--- src/rtl/qea_host_sequencer_if.sv ---
// qea_host_sequencer_if: host stream, readback stream and QEA RAM/control signals of the sequencer
interface qea_host_sequencer_if #(
    parameter int PE_NUM = 4,
    parameter int STATE_DATA_WIDTH = 64,
    parameter int STATE_ADDR_WIDTH = 16,
    parameter int GATE_CONTEXT_DATA_WIDTH = 64,
    parameter int GATE_CONTEXT_ADDR_WIDTH = 16,
    parameter int MAX_QBIT_WIDTH = 6,
    parameter int CYC_WIDTH = 32
);
    logic                                 i_run;
    logic [MAX_QBIT_WIDTH-1:0]            i_qbit_num;
    logic [GATE_CONTEXT_ADDR_WIDTH:0]     i_ins_num;
    logic                                 i_ctx_valid;
    logic [GATE_CONTEXT_DATA_WIDTH-1:0]   i_ctx_data;
    logic                                 o_ctx_ready;
    logic                                 o_rd_valid;
    logic [PE_NUM*STATE_DATA_WIDTH-1:0]   o_rd_data;
    logic                                 o_rd_last;
    logic                                 i_rd_ready;
    logic                                 o_qea_ctx_en;
    logic                                 o_qea_ctx_wea;
    logic [GATE_CONTEXT_ADDR_WIDTH-1:0]   o_qea_ctx_addr;
    logic [GATE_CONTEXT_DATA_WIDTH-1:0]   o_qea_ctx_data;
    logic                                 o_qea_state_ena;
    logic                                 o_qea_state_wea;
    logic [STATE_ADDR_WIDTH-1:0]          o_qea_state_addra;
    logic [PE_NUM*STATE_DATA_WIDTH-1:0]   o_qea_state_dina;
    logic                                 o_qea_start;
    logic [MAX_QBIT_WIDTH-1:0]            o_qea_qbit_num;
    logic                                 i_qea_complete;
    logic [PE_NUM*STATE_DATA_WIDTH-1:0]   i_qea_state_dout;
    logic                                 o_busy;
    logic                                 o_done;
    logic                                 o_err;
    logic [CYC_WIDTH-1:0]                 o_exec_cycles;

    modport master (
        input  i_run, i_qbit_num, i_ins_num, i_ctx_valid, i_ctx_data, i_rd_ready, i_qea_complete, i_qea_state_dout,
        output o_ctx_ready, o_rd_valid, o_rd_data, o_rd_last, o_qea_ctx_en, o_qea_ctx_wea, o_qea_ctx_addr,
               o_qea_ctx_data, o_qea_state_ena, o_qea_state_wea, o_qea_state_addra, o_qea_state_dina,
               o_qea_start, o_qea_qbit_num, o_busy, o_done, o_err, o_exec_cycles
    );
    modport slave (
        output i_run, i_qbit_num, i_ins_num, i_ctx_valid, i_ctx_data, i_rd_ready, i_qea_complete, i_qea_state_dout,
        input  o_ctx_ready, o_rd_valid, o_rd_data, o_rd_last, o_qea_ctx_en, o_qea_ctx_wea, o_qea_ctx_addr,
               o_qea_ctx_data, o_qea_state_ena, o_qea_state_wea, o_qea_state_addra, o_qea_state_dina,
               o_qea_start, o_qea_qbit_num, o_busy, o_done, o_err, o_exec_cycles
    );
endinterface

--- src/rtl/qea_host_sequencer.sv ---
// qea_host_sequencer: loads QEA context/state RAM, starts and times the core, then streams the state vector out
module qea_host_sequencer #(
    parameter int PE_NUM = 4,
    parameter int DATA_WIDTH = 32,
    parameter int STATE_DATA_WIDTH = 64,
    parameter int STATE_ADDR_WIDTH = 16,
    parameter int GATE_CONTEXT_ADDR_WIDTH = 16,
    parameter int MAX_QBIT_WIDTH = 6,
    parameter int NUM_FRAC_BIT = 30,
    parameter int READ_LAT = 1,
    parameter int CYC_WIDTH = 32
) (
    input logic clk,
    input logic rst,
    qea_host_sequencer_if.master bus
);
    localparam int SW = PE_NUM * STATE_DATA_WIDTH;
    localparam int RW = STATE_ADDR_WIDTH + 1;
    localparam int IW = GATE_CONTEXT_ADDR_WIDTH + 1;
    localparam int LW = $clog2(READ_LAT + 1);
    localparam logic [DATA_WIDTH-1:0] ONE = DATA_WIDTH'(1) << NUM_FRAC_BIT;
    localparam logic [SW-1:0] INIT_ROW = {ONE, {(SW - DATA_WIDTH){1'b0}}};

    typedef enum logic [2:0] {IDLE, LOAD_CTX, INIT_ST, START, RUN, DRAIN, DONE} state_t;

    state_t state;
    logic [IW-1:0] ins, k;
    logic [RW-1:0] r, last_row;
    logic [CYC_WIDTH-1:0] cyc;
    logic [LW-1:0] lat;
    logic pend;

    // row counter is one bit wider than the address so the largest qubit count ends cleanly
    assign last_row = (RW'(1) << (bus.o_qea_qbit_num - MAX_QBIT_WIDTH'(2))) - RW'(1);
    assign bus.o_busy = state != IDLE;

    always_ff @(posedge clk or posedge rst) begin
        if (rst) begin
            state <= IDLE;
            ins <= '0;
            k <= '0;
            r <= '0;
            cyc <= '0;
            lat <= '0;
            pend <= 1'b0;
            bus.o_ctx_ready <= 1'b0;
            bus.o_rd_valid <= 1'b0;
            bus.o_rd_data <= '0;
            bus.o_rd_last <= 1'b0;
            bus.o_qea_ctx_en <= 1'b0;
            bus.o_qea_ctx_wea <= 1'b0;
            bus.o_qea_ctx_addr <= '0;
            bus.o_qea_ctx_data <= '0;
            bus.o_qea_state_ena <= 1'b0;
            bus.o_qea_state_wea <= 1'b0;
            bus.o_qea_state_addra <= '0;
            bus.o_qea_state_dina <= '0;
            bus.o_qea_start <= 1'b0;
            bus.o_qea_qbit_num <= '0;
            bus.o_done <= 1'b0;
            bus.o_err <= 1'b0;
            bus.o_exec_cycles <= '0;
        end else begin
            bus.o_qea_ctx_en <= 1'b0;
            bus.o_qea_ctx_wea <= 1'b0;
            bus.o_qea_ctx_addr <= '0;
            bus.o_qea_ctx_data <= '0;
            bus.o_qea_state_ena <= 1'b0;
            bus.o_qea_state_wea <= 1'b0;
            bus.o_qea_state_addra <= '0;
            bus.o_qea_state_dina <= '0;
            bus.o_qea_start <= 1'b0;
            bus.o_done <= 1'b0;
            case (state)
                IDLE: if (bus.i_run) begin
                    if (bus.i_qbit_num < MAX_QBIT_WIDTH'(2) || bus.i_qbit_num > MAX_QBIT_WIDTH'(STATE_ADDR_WIDTH + 2)) begin
                        bus.o_err <= 1'b1;
                    end else begin
                        bus.o_err <= 1'b0;
                        bus.o_qea_qbit_num <= bus.i_qbit_num;
                        ins <= bus.i_ins_num;
                        k <= '0;
                        r <= '0;
                        bus.o_ctx_ready <= bus.i_ins_num != '0;
                        state <= bus.i_ins_num == '0 ? INIT_ST : LOAD_CTX;
                    end
                end
                LOAD_CTX: if (bus.i_ctx_valid && bus.o_ctx_ready) begin
                    bus.o_qea_ctx_en <= 1'b1;
                    bus.o_qea_ctx_wea <= 1'b1;
                    bus.o_qea_ctx_addr <= k[GATE_CONTEXT_ADDR_WIDTH-1:0];
                    bus.o_qea_ctx_data <= bus.i_ctx_data;
                    k <= k + IW'(1);
                    if (k == ins - IW'(1)) begin
                        bus.o_ctx_ready <= 1'b0;
                        state <= INIT_ST;
                    end
                end
                INIT_ST: begin
                    bus.o_qea_state_ena <= 1'b1;
                    bus.o_qea_state_wea <= 1'b1;
                    bus.o_qea_state_addra <= r[STATE_ADDR_WIDTH-1:0];
                    bus.o_qea_state_dina <= r == '0 ? INIT_ROW : '0;
                    r <= r == last_row ? '0 : r + RW'(1);
                    if (r == last_row) state <= START;
                end
                START: begin
                    bus.o_qea_start <= 1'b1;
                    cyc <= '0;
                    state <= RUN;
                end
                RUN: if (bus.i_qea_complete) begin
                    bus.o_exec_cycles <= cyc;
                    bus.o_qea_state_ena <= 1'b1;
                    pend <= 1'b1;
                    lat <= '0;
                    state <= DRAIN;
                end else if (cyc != '1) begin
                    cyc <= cyc + CYC_WIDTH'(1);
                end
                // one read in flight: issue, wait READ_LAT, hold the row until the host takes it
                DRAIN: if (pend) begin
                    lat <= lat + LW'(1);
                    if (lat == LW'(READ_LAT)) begin
                        pend <= 1'b0;
                        bus.o_rd_valid <= 1'b1;
                        bus.o_rd_data <= bus.i_qea_state_dout;
                        bus.o_rd_last <= r == last_row;
                    end
                end else if (bus.o_rd_valid && bus.i_rd_ready) begin
                    bus.o_rd_valid <= 1'b0;
                    bus.o_rd_last <= 1'b0;
                    if (bus.o_rd_last) begin
                        bus.o_done <= 1'b1;
                        state <= DONE;
                    end else begin
                        r <= r + RW'(1);
                        bus.o_qea_state_ena <= 1'b1;
                        bus.o_qea_state_addra <= STATE_ADDR_WIDTH'(r + RW'(1));
                        pend <= 1'b1;
                        lat <= '0;
                    end
                end
                DONE: state <= IDLE;
                default: state <= IDLE;
            endcase
        end
    end
endmodule

--- src/flat_wrapper.sv ---
// flat-port wrapper written by rule: the top's interface ports become plain ports
module qea_host_sequencer_flat 
#(
    parameter int PE_NUM = 4,
    parameter int DATA_WIDTH = 32,
    parameter int STATE_DATA_WIDTH = 64,
    parameter int STATE_ADDR_WIDTH = 16,
    parameter int GATE_CONTEXT_ADDR_WIDTH = 16,
    parameter int MAX_QBIT_WIDTH = 6,
    parameter int NUM_FRAC_BIT = 30,
    parameter int READ_LAT = 1,
    parameter int CYC_WIDTH = 32
)
  (clk, rst, bus_i_run, bus_i_qbit_num, bus_i_ins_num, bus_i_ctx_valid, bus_i_ctx_data, bus_i_rd_ready, bus_i_qea_complete, bus_i_qea_state_dout, bus_o_ctx_ready, bus_o_rd_valid, bus_o_rd_data, bus_o_rd_last, bus_o_qea_ctx_en, bus_o_qea_ctx_wea, bus_o_qea_ctx_addr, bus_o_qea_ctx_data, bus_o_qea_state_ena, bus_o_qea_state_wea, bus_o_qea_state_addra, bus_o_qea_state_dina, bus_o_qea_start, bus_o_qea_qbit_num, bus_o_busy, bus_o_done, bus_o_err, bus_o_exec_cycles);
  qea_host_sequencer_if #(.PE_NUM(PE_NUM), .STATE_DATA_WIDTH(STATE_DATA_WIDTH), .STATE_ADDR_WIDTH(STATE_ADDR_WIDTH), .GATE_CONTEXT_ADDR_WIDTH(GATE_CONTEXT_ADDR_WIDTH), .MAX_QBIT_WIDTH(MAX_QBIT_WIDTH), .CYC_WIDTH(CYC_WIDTH)) bus_i ();
  input logic clk;
  input logic rst;
  input wire logic [$bits(bus_i.i_run)-1:0] bus_i_run;
  input wire logic [$bits(bus_i.i_qbit_num)-1:0] bus_i_qbit_num;
  input wire logic [$bits(bus_i.i_ins_num)-1:0] bus_i_ins_num;
  input wire logic [$bits(bus_i.i_ctx_valid)-1:0] bus_i_ctx_valid;
  input wire logic [$bits(bus_i.i_ctx_data)-1:0] bus_i_ctx_data;
  input wire logic [$bits(bus_i.i_rd_ready)-1:0] bus_i_rd_ready;
  input wire logic [$bits(bus_i.i_qea_complete)-1:0] bus_i_qea_complete;
  input wire logic [$bits(bus_i.i_qea_state_dout)-1:0] bus_i_qea_state_dout;
  output wire logic [$bits(bus_i.o_ctx_ready)-1:0] bus_o_ctx_ready;
  output wire logic [$bits(bus_i.o_rd_valid)-1:0] bus_o_rd_valid;
  output wire logic [$bits(bus_i.o_rd_data)-1:0] bus_o_rd_data;
  output wire logic [$bits(bus_i.o_rd_last)-1:0] bus_o_rd_last;
  output wire logic [$bits(bus_i.o_qea_ctx_en)-1:0] bus_o_qea_ctx_en;
  output wire logic [$bits(bus_i.o_qea_ctx_wea)-1:0] bus_o_qea_ctx_wea;
  output wire logic [$bits(bus_i.o_qea_ctx_addr)-1:0] bus_o_qea_ctx_addr;
  output wire logic [$bits(bus_i.o_qea_ctx_data)-1:0] bus_o_qea_ctx_data;
  output wire logic [$bits(bus_i.o_qea_state_ena)-1:0] bus_o_qea_state_ena;
  output wire logic [$bits(bus_i.o_qea_state_wea)-1:0] bus_o_qea_state_wea;
  output wire logic [$bits(bus_i.o_qea_state_addra)-1:0] bus_o_qea_state_addra;
  output wire logic [$bits(bus_i.o_qea_state_dina)-1:0] bus_o_qea_state_dina;
  output wire logic [$bits(bus_i.o_qea_start)-1:0] bus_o_qea_start;
  output wire logic [$bits(bus_i.o_qea_qbit_num)-1:0] bus_o_qea_qbit_num;
  output wire logic [$bits(bus_i.o_busy)-1:0] bus_o_busy;
  output wire logic [$bits(bus_i.o_done)-1:0] bus_o_done;
  output wire logic [$bits(bus_i.o_err)-1:0] bus_o_err;
  output wire logic [$bits(bus_i.o_exec_cycles)-1:0] bus_o_exec_cycles;
  assign bus_i.i_run = bus_i_run;
  assign bus_i.i_qbit_num = bus_i_qbit_num;
  assign bus_i.i_ins_num = bus_i_ins_num;
  assign bus_i.i_ctx_valid = bus_i_ctx_valid;
  assign bus_i.i_ctx_data = bus_i_ctx_data;
  assign bus_i.i_rd_ready = bus_i_rd_ready;
  assign bus_i.i_qea_complete = bus_i_qea_complete;
  assign bus_i.i_qea_state_dout = bus_i_qea_state_dout;
  assign bus_o_ctx_ready = bus_i.o_ctx_ready;
  assign bus_o_rd_valid = bus_i.o_rd_valid;
  assign bus_o_rd_data = bus_i.o_rd_data;
  assign bus_o_rd_last = bus_i.o_rd_last;
  assign bus_o_qea_ctx_en = bus_i.o_qea_ctx_en;
  assign bus_o_qea_ctx_wea = bus_i.o_qea_ctx_wea;
  assign bus_o_qea_ctx_addr = bus_i.o_qea_ctx_addr;
  assign bus_o_qea_ctx_data = bus_i.o_qea_ctx_data;
  assign bus_o_qea_state_ena = bus_i.o_qea_state_ena;
  assign bus_o_qea_state_wea = bus_i.o_qea_state_wea;
  assign bus_o_qea_state_addra = bus_i.o_qea_state_addra;
  assign bus_o_qea_state_dina = bus_i.o_qea_state_dina;
  assign bus_o_qea_start = bus_i.o_qea_start;
  assign bus_o_qea_qbit_num = bus_i.o_qea_qbit_num;
  assign bus_o_busy = bus_i.o_busy;
  assign bus_o_done = bus_i.o_done;
  assign bus_o_err = bus_i.o_err;
  assign bus_o_exec_cycles = bus_i.o_exec_cycles;
  qea_host_sequencer #(.PE_NUM(PE_NUM), .DATA_WIDTH(DATA_WIDTH), .STATE_DATA_WIDTH(STATE_DATA_WIDTH), .STATE_ADDR_WIDTH(STATE_ADDR_WIDTH), .GATE_CONTEXT_ADDR_WIDTH(GATE_CONTEXT_ADDR_WIDTH), .MAX_QBIT_WIDTH(MAX_QBIT_WIDTH), .NUM_FRAC_BIT(NUM_FRAC_BIT), .READ_LAT(READ_LAT), .CYC_WIDTH(CYC_WIDTH)) u_core (.clk(clk), .rst(rst), .bus(bus_i));
endmodule
--- config.mk ---
export PLATFORM = sky130hd
export DESIGN_NAME = qea_host_sequencer_flat
export DESIGN_NICKNAME = d
export VERILOG_FILES = /design/src/rtl/qea_host_sequencer_if.sv /design/src/rtl/qea_host_sequencer.sv /design/src/flat_wrapper.sv
export SDC_FILE = /design/constraint.sdc
export NUM_CORES = 1
export LEC_CHECK = 0
export ABC_CLOCK_PERIOD_IN_PS = 22000
export BUFFER_PORTS_ARGS = -buffer_cell sky130_fd_sc_hd__buf_2
export CAP_MARGIN = 20
export CORE_AREA = 2 2 395 397
export CTS_CLUSTER_DIAMETER = 200
export DETAILED_ROUTE_END_ITERATION = 8
export DIE_AREA = 0 0 397 399
export GPL_ROUTABILITY_DRIVEN = 1
export PLACE_DENSITY = 0.36
export SLEW_MARGIN = 20
export SYNTH_ARGS = -nofsm -noshare
export SYNTH_HDL_FRONTEND = slang
export SYNTH_SLANG_ARGS = --single-unit
export TNS_END_PERCENT = 1
--- constraint.sdc ---
create_clock -name clk -period 22 [get_ports clk]
set_input_delay 4.4 -clock clk [delete_from_list [all_inputs] [get_ports clk]]
set_output_delay 4.4 -clock clk [all_outputs]
set_load 0.01 [all_outputs]
---- After elaboration in Yosys (flattened, before gate mapping) ----
Cells that the tools add are included.
cells by class
  $add $sub $neg .......................... 7
  multiply operators ...................... 0
  div/mod/pow operators ................... 0
  order comparisons ....................... 2
  equal/unequal tests ..................... 23
  shift-type cells ........................ 1
  muxes and demuxes ....................... 66
  bitwise gates (word level) .............. 1
  reduce and logical (&&, ||, !) cells .... 25
operator list
  kind                                                 number
  2-to-1 mux 256 bit                                   1
  2-to-1 mux 255 bit                                   1
  2-to-1 mux 64 bit                                    2
  2-to-1 mux 17 bit                                    7
  2-to-1 mux 16 bit                                    5
  2-to-1 mux 32 bit                                    2
  one-hot mux 32 bit (2 select lines)                  1
  one-hot mux 17 bit (3 select lines)                  1
  adder 17 x 1 -> 17 bit (second input constant)       2
  equality test 17 bit                                 2
  logical NOT 17 bit                                   2
  one-hot mux 17 bit (2 select lines)                  1
  adder 32 x 1 -> 32 bit (second input constant)       1
  != test 32 bit (second input constant)               1
  one-hot mux 16 bit (2 select lines)                  1
  2-to-1 mux 1 bit                                     29
  2-to-1 mux 3 bit                                     9
  one-hot mux 3 bit (6 select lines)                   1
  nonzero test 17 bit                                  1
  left shift 1 x 6 -> 17 bit (first input constant)    1
  subtractor 17 x 1 -> 17 bit (second input constant)  1
  subtractor 17 x 2 -> 17 bit (second input constant)  1
  != test 2 x 1 -> 1 bit (second input constant)       7
  != test 2 bit (second input constant)                6
  24 further kinds                                     39
word-level totals
  bits in registers ....................... 743
  bits in latches ......................... 0
  RAM bits ................................ 0
  memory bits (read-only) ................. 0
  output and inout bits ................... 657
  word-level logic and storage cells ...... 148
  memories kept ........................... 0

---- Longest topological paths before layout ----
Gate-level depths: netlist of the first run.
  depth in word-level cells ............... 6
  mapped depth ............................ 20
  gate-level depth less buffers ........... 16

---- Worst setup path before layout of the first run ----
OpenSTA, ideal clock, no wires.
  path type ............................... in2reg
  start point ............................. input bus_i_qbit_num[0]
  end point ............................... register u_core.k[15]
  data arrival time ....................... 6.574 ns
  data required time ...................... 21.922 ns
  path slack .............................. 15.348 ns
  cell stages on the path ................. 9
  cells stage by stage .................... a211o_1 > a2111o_1 > o21ai_1 > and2_1 > clkbuf_1 > nand4_1 > or2_2 > or3_1 > a21oi_1
between the ends
  cells in the longest elaborated chain, start to end .. 4
RTL lines
  element                                                                                        line                      text
  start: declaration                                                                             flat_wrapper.sv:19        input wire logic [$bits(bus_i.i_qbit_num)-1:0] bus_i_qbit_num;
  less-than comparator 6 x 2 -> 1 bit or greater-than comparator 6 x 5 -> 1 bit (tied branches)  qea_host_sequencer.sv:76  if (bus.i_qbit_num < MAX_QBIT_WIDTH'(2) || bus.i_qbit_num > MAX_QBIT_WIDTH'(STATE_ADDR_WIDTH + 2)) begin
  logical OR 1 bit *                                                                             qea_host_sequencer.sv:76
  != test 2 bit (no line) *                                                                      --
  AND reduction 4 bit (no line) *                                                                --
  end signal: assignment                                                                         qea_host_sequencer.sv:93  k <= k + IW'(1);
  end: declaration                                                                               qea_host_sequencer.sv:27  logic [IW-1:0] ins, k;
Every way passes the cells marked *; elsewhere a longest branch is shown, timed or not.
A chain may end at the register's enable or synchronous reset.

---- Final worst setup path of the first run ----
  start point ............................. register u_core.state[1]
  end point ............................... output bus_o_busy
between the ends
  cells in the longest elaborated chain, start to end .. 1
RTL lines
  element                   line                      text
  start: declaration        qea_host_sequencer.sv:26  state_t state;
  start signal: assignment  qea_host_sequencer.sv:85  state <= bus.i_ins_num == '0 ? INIT_ST : LOAD_CTX;
  nonzero test 3 bit        qea_host_sequencer.sv:35  assign bus.o_busy = state != IDLE;
  end: declaration          flat_wrapper.sv:40        output wire logic [$bits(bus_i.o_busy)-1:0] bus_o_busy;
Every way passes these cells.

==> metrics.md, run 1 <==
| Metric | Value |
|---|---|
| Clock buffer depth | 3 |
| Total Wirelength | 83.0 mm |
| H-tree depth | 3 |
| Worst hold slack | 496 ps |
| Minimum clock period after layout | 6790 ps |
| Vias in the first global route | approximately 16,000 |
| Pre-CTS WS | 14,600 ps |
| Drt via density | 3.44 |
| TritonCTS clock tree | yes |
| Leakage power | 14.4 nW |
| CP Depth | 3 |
| Final-report max-slew violation count | 0 |
| Final Skew | 42.1 ps |
| First DRT Iteration DRCs | about 660 |
| Final Worst Setup Slack | 15,210 ps |
| Antenna Nets Post-Route | 0 |
| Largest net degree at the start of global routing | 85 |
| Post-CTS sizing | 0 |
| FILL cells | around 17,000 |
| HPWL Detailed | 62.6 mm |
| Final Net Count | 2,971 |
| Main flop type after synthesis | dfrtp_1 |
| Global route overflow | 0 |
| Area taken by multi-input logic gates | 8880 um2 |
| Die Width | 397 um |
| Root Driver | clkbuf_16 |
| # setup viols final | 0 |
| R2R Path Start | u_core.bus.o_qea_qbit_num[1] |
| Cell Pwr Density | about 130 nW/um2 |
| Peak supply drop | 0.0000575 V |
| # IOs | 1,006 |
| FFs w/ async S/R, synth | 1.00 |
| Design area | around 30,000 um2 |
| CP delay by family, top | simple AND/OR/NAND/NOR gates |
| Fin Setup TNS | 0 ps |
| Post-DP Area | about 28,000 um2 |
| Slew @ Worst Pin | around 1100 ps |
| Clock slew at reported path FFs | 50 ps |
| Max transition margin | 0.296 |
| Register area share after synthesis | 0.541 |
| Vias | 16,200 |
| Synth Instances | 1,880 |
| Syn avg cell area | between 10 and 15 um2 |
| Die height | around 400 um |
| CP arrival | 2390 ps |
| Max Cap Viol | 0 |
| EDFF count, synth | 0 |
| Fmax achieved | 147 MHz |
| Buf/Inv on CP | 2 |
| Placement row count | 144 |
| Cells on worst reg2reg path | 15 |
| CP Max Fanout | 9 |
| Setup crit start kind | register |
| First-pass GRT wire length | 116 mm |
| WS Path Type | register to output pin |
| Ys Warns | 0 |
| TritonCTS Sinks | slightly below 500 |
| CP required | 17,600 ps |
| DR WL/cell | 17.6 um |
| Slowest cell on crit path | nor3_1 |
| Hold Path Depth | 1 |
| GRT Util Overall | 0.0993 |
| Worst setup EP type | output pin |
| Storage cell area | approximately 12,000 um2 |
| Die ar. | 158,000 um2 |
| Fin crit share | 0.309 |
| PortBufs | 750 |
| Cell variety after synth | 79 |
| Syn-to-layout area delta | 33.0% |
| TritonRoute pass-1 iters | 4 |
| TritonCTS Buffers | 68 |
| Routability cong. | 0.734 |
| Crit-path cells | nor3_1 > inv_1 > buf_2 |
| Status | finished, final reports clean |
| R2r setup slk | 15,960 ps |
| Hold EP | u_core.bus.o_rd_data[169] |
| Fin. Hold Viols | 0 |
| Max stage delay on crit path | 790 ps |
| DRC viols | 0 |
| Initial antenna violation count | 14 |
| Worst-Skew Late Latency | roughly 680 ps |
| Worst Hold Class | register to register |
| Synthesized area | 22,600 um2 |
| CORE AREA | 154,000 um2 |
| RSZ-0062 raised after global routing | false |
| Initial Utilization | 0.147 |
| Hold_sp | u_core.bus.o_rd_data[169] |
| CTS Hold Bufs | 0 |
| FF-to-FF End | u_core.r[10] |
| Synthesized flop and latch total | 488 |
| Share of cells above drive strength 1 | 0.457 |
| Setup bufs post-CTS | 0 |
==> sequential cells by signal (all words and copies together) (netlist names), 3 cells and up <==
signal,flops
u_core.bus.o_qea_ctx_data,64
u_core.bus.o_rd_data,256
u_core.bus.o_qea_qbit_num,6
u_core.k,17
u_core.bus.o_exec_cycles,32
u_core.cyc,32
u_core.ins,17
u_core.r,17
u_core.bus.o_qea_state_addra,16
u_core.state,3
u_core.bus.o_qea_ctx_addr,16
==> synthesized netlist by cell type (all sizes together), types with 24 or more instances <==
| library cell | instances | area, um2 |
|---|---|---|
| clkbuf | 93 | 350 |
| mux2 | 305 | 3430 |
| dfrtp | 488 | 12200 |
| and2 | 88 | 551 |
| xor2 | 35 | 307 |
| nor2 | 87 | 327 |
| o21ai | 39 | 199 |
| nand4 | 33 | 206 |
| nand2 | 58 | 218 |
| a21oi | 46 | 245 |
| nand3 | 45 | 225 |
| and3 | 24 | 150 |
| inv | 32 | 120 |
| xnor2 | 31 | 272 |
| buf | 268 | 2000 |
==> how the worst max path moves through the flow <==
| stage | from | end |
|---|---|---|
| finish | u_core.state[1] | bus_o_busy |
| global route | rst | u_core.bus.o_qea_ctx_data[39] |
| CTS | u_core.state[1] | bus_o_busy |
| detailed placement | rst | u_core.bus.o_qea_ctx_data[38] |
| global placement | rst | u_core.bus.o_qea_ctx_data[38] |
| floorplan | rst | u_core.bus.o_ctx_ready |
==> worst register-to-register path: cells and delay by family (launching register included) <==
family	cells	cell delay, ps
buf+inv	2	470
fa+ha+maj	2	860
compound gates	8	3160
flops	1	760
simple gates	3	590
==> logic make-up (layout without fill, tap and decap cells) <==
logic type,after synthesis,count (layout),synth area share
other cells,1,259,0.000166
flops,488,488,0.541
simple gates,438,438,0.106
compound gates,175,175,0.0584
xor+xnor,66,66,0.0256
mux,312,312,0.155
fa+ha+maj,7,7,0.00388
buf+inv,393,918,0.109
==> area by class of cell <==
class / instances / area share
flip-flops and latches: 488 / 0.407
repair buffers: 772 / 0.131
clock buffers: 86 / 0.0619
multi-input cells: 1253 / 0.296
well taps: 2044 / 0.0852
clock inverters: 28 / 0.0148
inverters: 32 / 0.00425
diodes: 4 / 0.000333
==> stage by stage <==
step	power [mW]	util	cells
final	3.85	0.195	4707
after global placement	2.75	0.180	4588
after floorplan	2.19	-	2134
after CTS	3.94	0.195	4702
after detailed placement	2.75	0.180	4588
after global routing	4.11	0.195	4703
==> layout by cell type (no fill, tap or decap), types with 9 or more instances in the layout <==
cell	Yosys	layout
inv_1	32	30
or3_1	15	15
nor3_1	14	13
nor2b_1	14	14
and2_1	88	87
a21oi_1	44	44
clkbuf_16	0	68
o31ai_1	12	12
nand3_1	45	44
dfrtp_1	488	488
nand4_1	33	33
and3_1	24	23
buf_2	3	750
clkbuf_1	92	9
o21ai_0	35	35
mux2_2	305	305
nor4_1	11	11
xor2_1	35	35
xnor2_1	31	31
conb_1	1	255
nor2_1	87	85
buf_4	257	21
nand2_1	58	58
clkbuf_8	0	9
==> power by group <==
part	internal, mW	total, mW	switching (mW)
Clock	0.667	1.14	0.470
Combinational	0.576	1.26	0.685
Sequential	1.20	1.45	0.245
==> per-layer routing <==
metal	routed length (um)	global-route usage	up-vias
li1	-	-	7440
met5	0	0	-
met4	1700	0.0293	0
met3	5940	0.0303	113
met2	39800	0.162	575
met1	35600	0.125	8049
Power figures use the tool's default switching activity.
==> run 2: changes to the inputs <==
--- a/config.mk
+++ b/config.mk
@@ -5,13 +5,14 @@
 export SDC_FILE = /design/constraint.sdc
 export NUM_CORES = 1
 export LEC_CHECK = 0
-export ABC_CLOCK_PERIOD_IN_PS = 22000
+export ABC_AREA = 1
+export ABC_CLOCK_PERIOD_IN_PS = 7000
 export BUFFER_PORTS_ARGS = -buffer_cell sky130_fd_sc_hd__buf_2
 export CAP_MARGIN = 20
-export CORE_AREA = 2 2 395 397
+export CORE_AREA = 2 2 396 398
 export CTS_CLUSTER_DIAMETER = 200
 export DETAILED_ROUTE_END_ITERATION = 8
-export DIE_AREA = 0 0 397 399
+export DIE_AREA = 0 0 398 400
 export GPL_ROUTABILITY_DRIVEN = 1
 export PLACE_DENSITY = 0.36
 export SLEW_MARGIN = 20
==> constraint.sdc (replaced) <==
create_clock -name clk -period 7 [get_ports clk]
set_input_delay 1.4 -clock clk [delete_from_list [all_inputs] [get_ports clk]]
set_output_delay 1.4 -clock clk [all_outputs]
set_load 0.01 [all_outputs]
==> metrics.md, run 2 <==
| Metric | Value |
|---|---|
| DRC viols | 0 (unchanged) |
| Clock slew at reported path FFs | 50 ps (about the same) |
| GRT Util Overall | 0.114 (+0.0145) |
| TritonCTS Buffers | 68 (unchanged) |
| # setup viols final | 0 (unchanged) |
| H-tree depth | 3 (unchanged) |
| Setup bufs post-CTS | 0 (unchanged) |
| Total Wirelength | 95.9 mm (+16%) |
| EDFF count, synth | 0 (unchanged) |
| Antenna Nets Post-Route | 0 (unchanged) |
| Post-CTS sizing | 0 (unchanged) |
| Synth top area cells | dfrtp_1 54%, nand2_1 19%, buf_4 8.5%, nor2_1 3.0%, inv_1 2.2% |
| Worst setup EP type | register |
| Synthesized flop and latch total | 488 (unchanged) |
| Synthesized area | 22,700 um2 (+0.48%) |
| Setup crit start kind | register |
| Syn avg cell area | 8.38 um2 (-30%) |
| Cell-internal power | 5.12 mW (+110%) |
| DR WL/cell | 17.3 um (-2.1%) |
| CP Max Fanout | 16 (+7) |
| Routability cong. | 0.812 (+11%) |
| Final Net Count | 3,806 (+28%) |
| Die Width | 398 um (+0.25%) |
| Slowest cell on crit path | dfrtp_1 |
| TritonCTS clock tree | yes |
| Main flop type after synthesis | dfrtp_1 |
| RSZ-0062 raised after global routing | false |
| PortBufs | 750 (unchanged) |
| Drt via density | 3.48 (+1.4%) |
| Worst Hold Class | register to register |
| First DRT Iteration DRCs | 1,154 (+74%) |
| CP required | 7500 ps (-10,100 ps) |
| Count leader, synth | nand2_1 |
| CORE AREA | 155,000 um2 (+0.93%) |
| Die height | 400 um (+0.25%) |
| Largest area contributor in the netlist | dfrtp_1 |
| Pre-CTS WS | 2700 ps (-11,900 ps) |
| Synth Instances | 2,708 (+44%) |
| Vias in the first global route | 18,500 (+13%) |
| Cell Pwr Density | 222 nW/um2 (+73%) |
| Leakage power | 14.7 nW (+2.4%) |
| Fin. Hold Viols | 0 (unchanged) |
| Max transition margin | 0.285 (-0.0106) |
| Fmax achieved | 277 MHz |
| Placement row count | 145 (+0.69%) |
| Vias | 19,400 (+20%) |
| Synth top cells by count | 1,119 x nand2_1, 488 x dfrtp_1, 257 x buf_4 |
| TritonCTS Sinks | 488 (unchanged) |
| Global route overflow | 0 (unchanged) |
| Yosys top cell area share | 0.538 (-0.00260) |
| Pwr Total | 6.70 mW (+74%) |
| Switching share of power | 0.236 (-0.128) |
| Sequential share of power | 0.421 (+0.045) |
| Initial Utilization | 0.146 (-0.000652) |
| First-pass GRT wire length | 133 mm (+14%) |
| Largest net degree at the start of global routing | 152 (+79%) |
| Final Worst Setup Slack | 3390 ps (-11,820 ps) |
| Initial antenna violation count | 31 (+17) |
| Peak supply drop | 0.000151 V (+160%) |
| Biggest regs | u_core.bus.o_rd_data x256, u_core.bus.o_qea_ctx_data x64 |
| Clock Power Share | 0.540 (+0.244) |
| Die ar. | 159,000 um2 (+0.50%) |
| Final Skew | 29.0 ps (-13.1 ps) |
| Crit-path cells | inv_6 > ha_1 > inv_1 > nand2_2 > nand2_2 > nor2_1 > nand2_1 > ha_1 > xor2_1 > nand3_1 > nor2_1 > nand3_1 > nor2_1 > nand2_1 > nor2_2 > nand3_2 > nand2_4 > nand2_4 > nand2_1 > nand2_1 |
| Slew @ Worst Pin | 1070 ps (+18.5 ps) |
| Largest Register | u_core.bus.o_rd_data |
| Root Driver | clkbuf_16 |
| Clock buffer depth | 3 (unchanged) |
| Worst-Skew Late Latency | 640 ps (-40 ps) |
| TritonRoute pass-1 iters | 7 (+3) |
| Worst hold slack | 464 ps (-32.1 ps) |
| Largest register FFs | 256 (unchanged) |
| WS Path Type | register to register |
| Most common cell after layout, fill and taps aside | nand2_1 |
| CTS Hold Bufs | 0 (unchanged) |
| Most frequent cells in the layout | 1,118 x nand2_1, 750 x buf_2, 488 x dfrtp_1, 255 x conb_1, 182 x nor2_1 |
| Max stage delay on crit path | 530 ps (-260 ps) |
| HPWL Detailed | 74.2 mm (+19%) |
| Status | finished, final reports clean |
| Minimum clock period after layout | 3610 ps |
| # IOs | 1,006 (unchanged) |
| P_sw | 1.58 mW (+13%) |
| Most common cell on crit path | nand2_1 |
| CP arrival | 4110 ps (+1720 ps) |
| Syn-to-layout area delta | 33.1% (about the same) |
| FFs w/ async S/R, synth | 1.00 (unchanged) |
| Cell variety after synth | 46 (-42%) |
| Max Cap Viol | 0 (unchanged) |
| Share of cells above drive strength 1 | 0.276 (-0.181) |
| Register area share after synthesis | 0.538 (-0.00260) |
| Ys Warns | 0 (unchanged) |
| Final-report max-slew violation count | 0 (unchanged) |
| Fin crit share | 0.516 |
| Gate power share | 0.038 (-0.290) |
| FILL cells | 17,700 (+4.6%) |
==> run 2: path summary, 6_finish.rpt <==
kind | slack [ps] | depth (start not counted) | from | end
hold reg to reg | 460 | 2 | u_core.bus.o_rd_data[187] | u_core.bus.o_rd_data[187]
min in group asynchronous | 930 | 2 | rst | u_core.bus.o_qea_ctx_data[51]
max in group asynchronous | 4580 | 3 | rst | u_core.bus.o_rd_data[64]
setup / recovery | 3390 | 20 | u_core.bus.o_qea_qbit_num[1] | u_core.r[11]
setup reg to reg | 3390 | 20 | u_core.bus.o_qea_qbit_num[1] | u_core.r[11]
hold / removal | 460 | 2 | u_core.bus.o_rd_data[187] | u_core.bus.o_rd_data[187]
==> run 2: metal layers <==
layer / wire length, um / up-vias / GRT usage
li1: - / 9395 / -
met1: 41300 / 9055 / 0.148
met2: 43300 / 730 / 0.175
met3: 8590 / 150 / 0.0417
met4: 2520 / 20 / 0.0342
met5: 128 / - / 0
==> run 2: area by class of cell <==
cell class	instances	area (um2)	area share
Antenna cell	4	10.0	0.000332
Clock buffer	91	1950	0.0646
Clock inverter	22	349	0.0116
Inverter	144	567	0.0188
Multi-Input combinational cell	1975	8530	0.283
Sequential cell	488	12200	0.405
Tap cell	2058	2570	0.0853
Timing Repair Buffer	773	3980	0.132
==> run 2: critical path: cells and delay by family (launching register included) <==
kind,cells,cell delay [ps]
and+or+nand+nor,15,2000
adders and majority gates,2,570
DFF,1,530
buffers and inverters,2,220
xor gates and xnor gates,1,150
==> run 2: kinds of logic (layout without fill, tap and decap cells) <==
kind of cell    after synthesis  in the layout  share of synthesized area
simple gates               1508           1508                      0.273
buf+inv                     499           1030                      0.128
flops                       488            488                      0.538
compound gates              155            155                     0.0367
xor+xnor                     50             50                     0.0193
fa+ha+maj                     7              7                    0.00386
other cells                   1            259                   0.000165
==> run 2: power by group through the flow <==
stage	Sequential [mW]	Combinational (mW)	Clock, mW
after floorplan	2.88	0.220	0
after global placement	2.87	0.260	0
after detailed placement	2.87	0.260	0
after CTS	2.82	0.261	3.77
after global routing	2.82	0.292	3.87
final	2.82	0.258	3.62
==> run 2: metrics by stage <==
| step | util | TNS, ps | area (um2) | cells |
|---|---|---|---|---|
| floorplan | - | -496120 | 23600 | 2962 |
| global placement | 0.179 | 0 | 27800 | 5437 |
| detailed placement | 0.179 | 0 | 27800 | 5437 |
| CTS | 0.194 | 0 | 30100 | 5550 |
| global route | 0.195 | 0 | 30200 | 5553 |
| finish | 0.195 | 0 | 30200 | 5555 |
==> run 3: changes to the inputs <==
--- a/config.mk
+++ b/config.mk
@@ -6,7 +6,7 @@
 export NUM_CORES = 1
 export LEC_CHECK = 0
 export ABC_AREA = 1
-export ABC_CLOCK_PERIOD_IN_PS = 7000
+export ABC_CLOCK_PERIOD_IN_PS = 3400
 export BUFFER_PORTS_ARGS = -buffer_cell sky130_fd_sc_hd__buf_2
 export CAP_MARGIN = 20
 export CORE_AREA = 2 2 396 398
==> constraint.sdc (replaced) <==
create_clock -name clk -period 3.4 [get_ports clk]
set_input_delay 0.68 -clock clk [delete_from_list [all_inputs] [get_ports clk]]
set_output_delay 0.68 -clock clk [all_outputs]
set_load 0.01 [all_outputs]
==> metrics.md, run 3 (synthesis gave the netlist of run 2 again) <==
| Metric | Value |
|---|---|
| Clock slew at reported path FFs | 60 ps (about the same) |
| Initial antenna violation count | 29 (-6.5%) |
| CP required | 3920 ps (-3580 ps) |
| Final Worst Setup Slack | 374 ps (-3020 ps) |
| Drt via density | 3.50 (+0.38%) |
| Largest net degree at the start of global routing | 123 (-19%) |
| M3 GR Usage | 0.0381 (-0.00358) |
| # setup viols final | 0 (unchanged) |
| WS Path Type | register to register |
| CP arrival | 3540 ps (-570 ps) |
| RSZ-0062 raised after global routing | false |
| HPWL Detailed | 75.6 mm (+1.8%) |
| Fmax achieved | 330 MHz (+19%) |
| Vias | 19,600 (+1.1%) |
| Worst Hold Class | input port to asynchronous set/reset pin |
| H-tree depth | 3 (unchanged) |
| Antenna Nets Post-Route | 0 (unchanged) |
| Fin Setup TNS | 0 ps (unchanged) |
| DRC viols | 0 (unchanged) |
| Status | finished, final reports clean |
| Largest Register | u_core.bus.o_rd_data |
| Vias in the first global route | 18,900 (+2.4%) |
| Final-report max-slew violation count | 0 (unchanged) |
| Minimum clock period after layout | 3030 ps (-584 ps) |
| FILL cells | 17,600 (-0.91%) |
| Placement row count | 145 (unchanged) |
| # IOs | 1,006 (unchanged) |
| Die ar. | 159,000 um2 (unchanged) |
| TritonRoute pass-1 iters | 5 (-2) |
| CORE AREA | 155,000 um2 (unchanged) |
| Max stage delay on crit path | 410 ps (-120 ps) |
| GR Util met2 | 0.176 (+0.00186) |
| Slowest cell on crit path | dfrtp_1 |
| Initial Utilization | 0.146 (unchanged) |
| CP Max Fanout | 16 (unchanged) |
| Storage cell area | 12,200 um2 (unchanged) |
| Cell Pwr Density | 458 nW/um2 (+110%) |
| Setup crit start kind | register |
| Area taken by multi-input logic gates | 8550 um2 (+0.22%) |
| Peak supply drop | 0.000293 V (+95%) |
| Biggest regs | u_core.bus.o_rd_data x256, u_core.bus.o_qea_ctx_data x64 |
| Most frequent cells in the layout | 1,118 x nand2_1, 750 x buf_2, 488 x dfrtp_1, 255 x conb_1, 181 x nor2_1 |
| Global route overflow | 0 (unchanged) |
| TritonCTS Buffers | 67 (-1.5%) |
| Max transition margin | 0.357 (+0.0723) |
| Final Skew | 22.0 ps (-6.97 ps) |
| Root Driver | clkbuf_16 |
| Fin. Hold Viols | 0 (unchanged) |
| Die Width | 398 um (unchanged) |
| Worst-Skew Late Latency | 630 ps (about the same) |
| Final Net Count | 3,833 (+0.71%) |
| Fin crit share | 0.890 (+0.374) |
| Routability cong. | 0.827 (+1.8%) |
| Largest register FFs | 256 (unchanged) |
| Pwr Total | 14.0 mW (+110%) |
| Leakage power | 14.9 nW (+1.4%) |
| Most common cell after layout, fill and taps aside | nand2_1 |
| PortBufs | 750 (unchanged) |
| Crit-path cells | inv_6 > ha_2 > nand3_1 > nor2_4 > nand2_2 > ha_1 > xor2_1 > nand3_1 > nor2_1 > nand3_1 > nor2_1 > nand2_1 > nor2_2 > nand3_2 > nand2_4 > nand2_8 > nand2_1 > nand2_1 |
| Syn-to-layout area delta | 34.7% |
| GRT Util Overall | 0.115 (+0.00126) |
| Die height | 400 um (unchanged) |
| Max Cap Viol | 0 (unchanged) |
| TritonCTS clock tree | yes |
| TritonCTS Sinks | 488 (unchanged) |
| Pre-CTS WS | 223 ps (-2470 ps) |
| CTS Hold Bufs | 0 (unchanged) |
| First DRT Iteration DRCs | 1,165 (+0.95%) |
| Slew @ Worst Pin | 964 ps (-109 ps) |
| Layer with the highest usage | met2 |
| Worst setup EP type | register |
| Clock buffer depth | 3 (unchanged) |
| DR WL/cell | 17.3 um (+0.18%) |
| Share of cells above drive strength 1 | 0.284 (+0.00815) |
| Total Wirelength | 96.8 mm (+0.88%) |
| First-pass GRT wire length | 134 mm (+1.2%) |
| Met1 Use GR | 0.152 (+0.00423) |
run 3: changes by cell type in the layout (fill, tap and decap cells not counted), sizes merged:
| cell | before | now |
|---|---|---|
| buf | 773 | 801 |
| bufinv | 7 | 8 |
| clkinv | 9 | 19 |
| clkinvlp | 4 | 2 |
| diode | 4 | 6 |
run 3: what timing repair did:
action / in CTS / in global routing
setup buffers: 0 / 0
resized for setup: 0 / 4
setup endpoints to repair: 0 / 18
run 3: layout make-up:
| cell class | count | share of cell area |
|---|---|---|
| Sequential cell | 488 | 0.400 |
| Multi-Input combinational cell | 1975 | 0.280 |
| Timing Repair Buffer | 801 | 0.139 |
| Tap cell | 2058 | 0.0843 |
| Clock buffer | 91 | 0.0631 |
| Inverter | 144 | 0.0185 |
| Clock inverter | 31 | 0.0148 |
| Antenna cell | 6 | 0.000491 |
run 3: critical path: cells and delay by family (launching register included):
family | cells | cell delay, ps
buf+inv | 1 | 70
simple gates | 14 | 1580
xor+xnor | 1 | 130
fa+ha+maj | 2 | 690
flops | 1 | 410
run 3: path summary, 6_finish.rpt:
check	slack, ps	endpoint	depth (start not counted)	start
max	370	u_core.r[10]	18	u_core.bus.o_qea_qbit_num[1]
min	130	u_core.bus.o_rd_last	2	rst
max reg2reg	370	u_core.r[10]	18	u_core.bus.o_qea_qbit_num[1]
min reg2reg	460	u_core.bus.o_rd_data[89]	2	u_core.bus.o_rd_data[89]
max in group asynchronous	2200	u_core.bus.o_rd_data[233]	4	rst
min in group clk	230	u_core.bus.o_rd_data[112]	3	bus_i_qea_state_dout[112]
run 3: per-stage QoR:
step / utilization / hold slack (ps) / instances / area [um2]
floorplan: - / 454 / 2962 / 23600
global placement: 0.181 / 450 / 5466 / 28100
detailed placement: 0.181 / 453 / 5466 / 28100
CTS: 0.197 / 64.9 / 5588 / 30500
global route: 0.197 / 90.2 / 5592 / 30600
finish: 0.197 / 127 / 5594 / 30600
run 3: power by group:
| group | leakage, nW | internal (mW) | total, mW | switching (mW) |
|---|---|---|---|---|
| Sequential | 5.29 | 5.81 | 5.81 | 0 |
| Combinational | 8.45 | 0.175 | 0.542 | 0.367 |
| Clock | 1.18 | 4.63 | 7.64 | 3.01 |
| Total | 14.9 | 10.6 | 14.0 | 3.37 |
run 3: metal layers:
metal | up-vias | share of wire
li1 | 9432 | -
met1 | 9218 | 0.44
met2 | 755 | 0.45
met3 | 138 | 0.083
met4 | 16 | 0.025
met5 | - | 0.0011
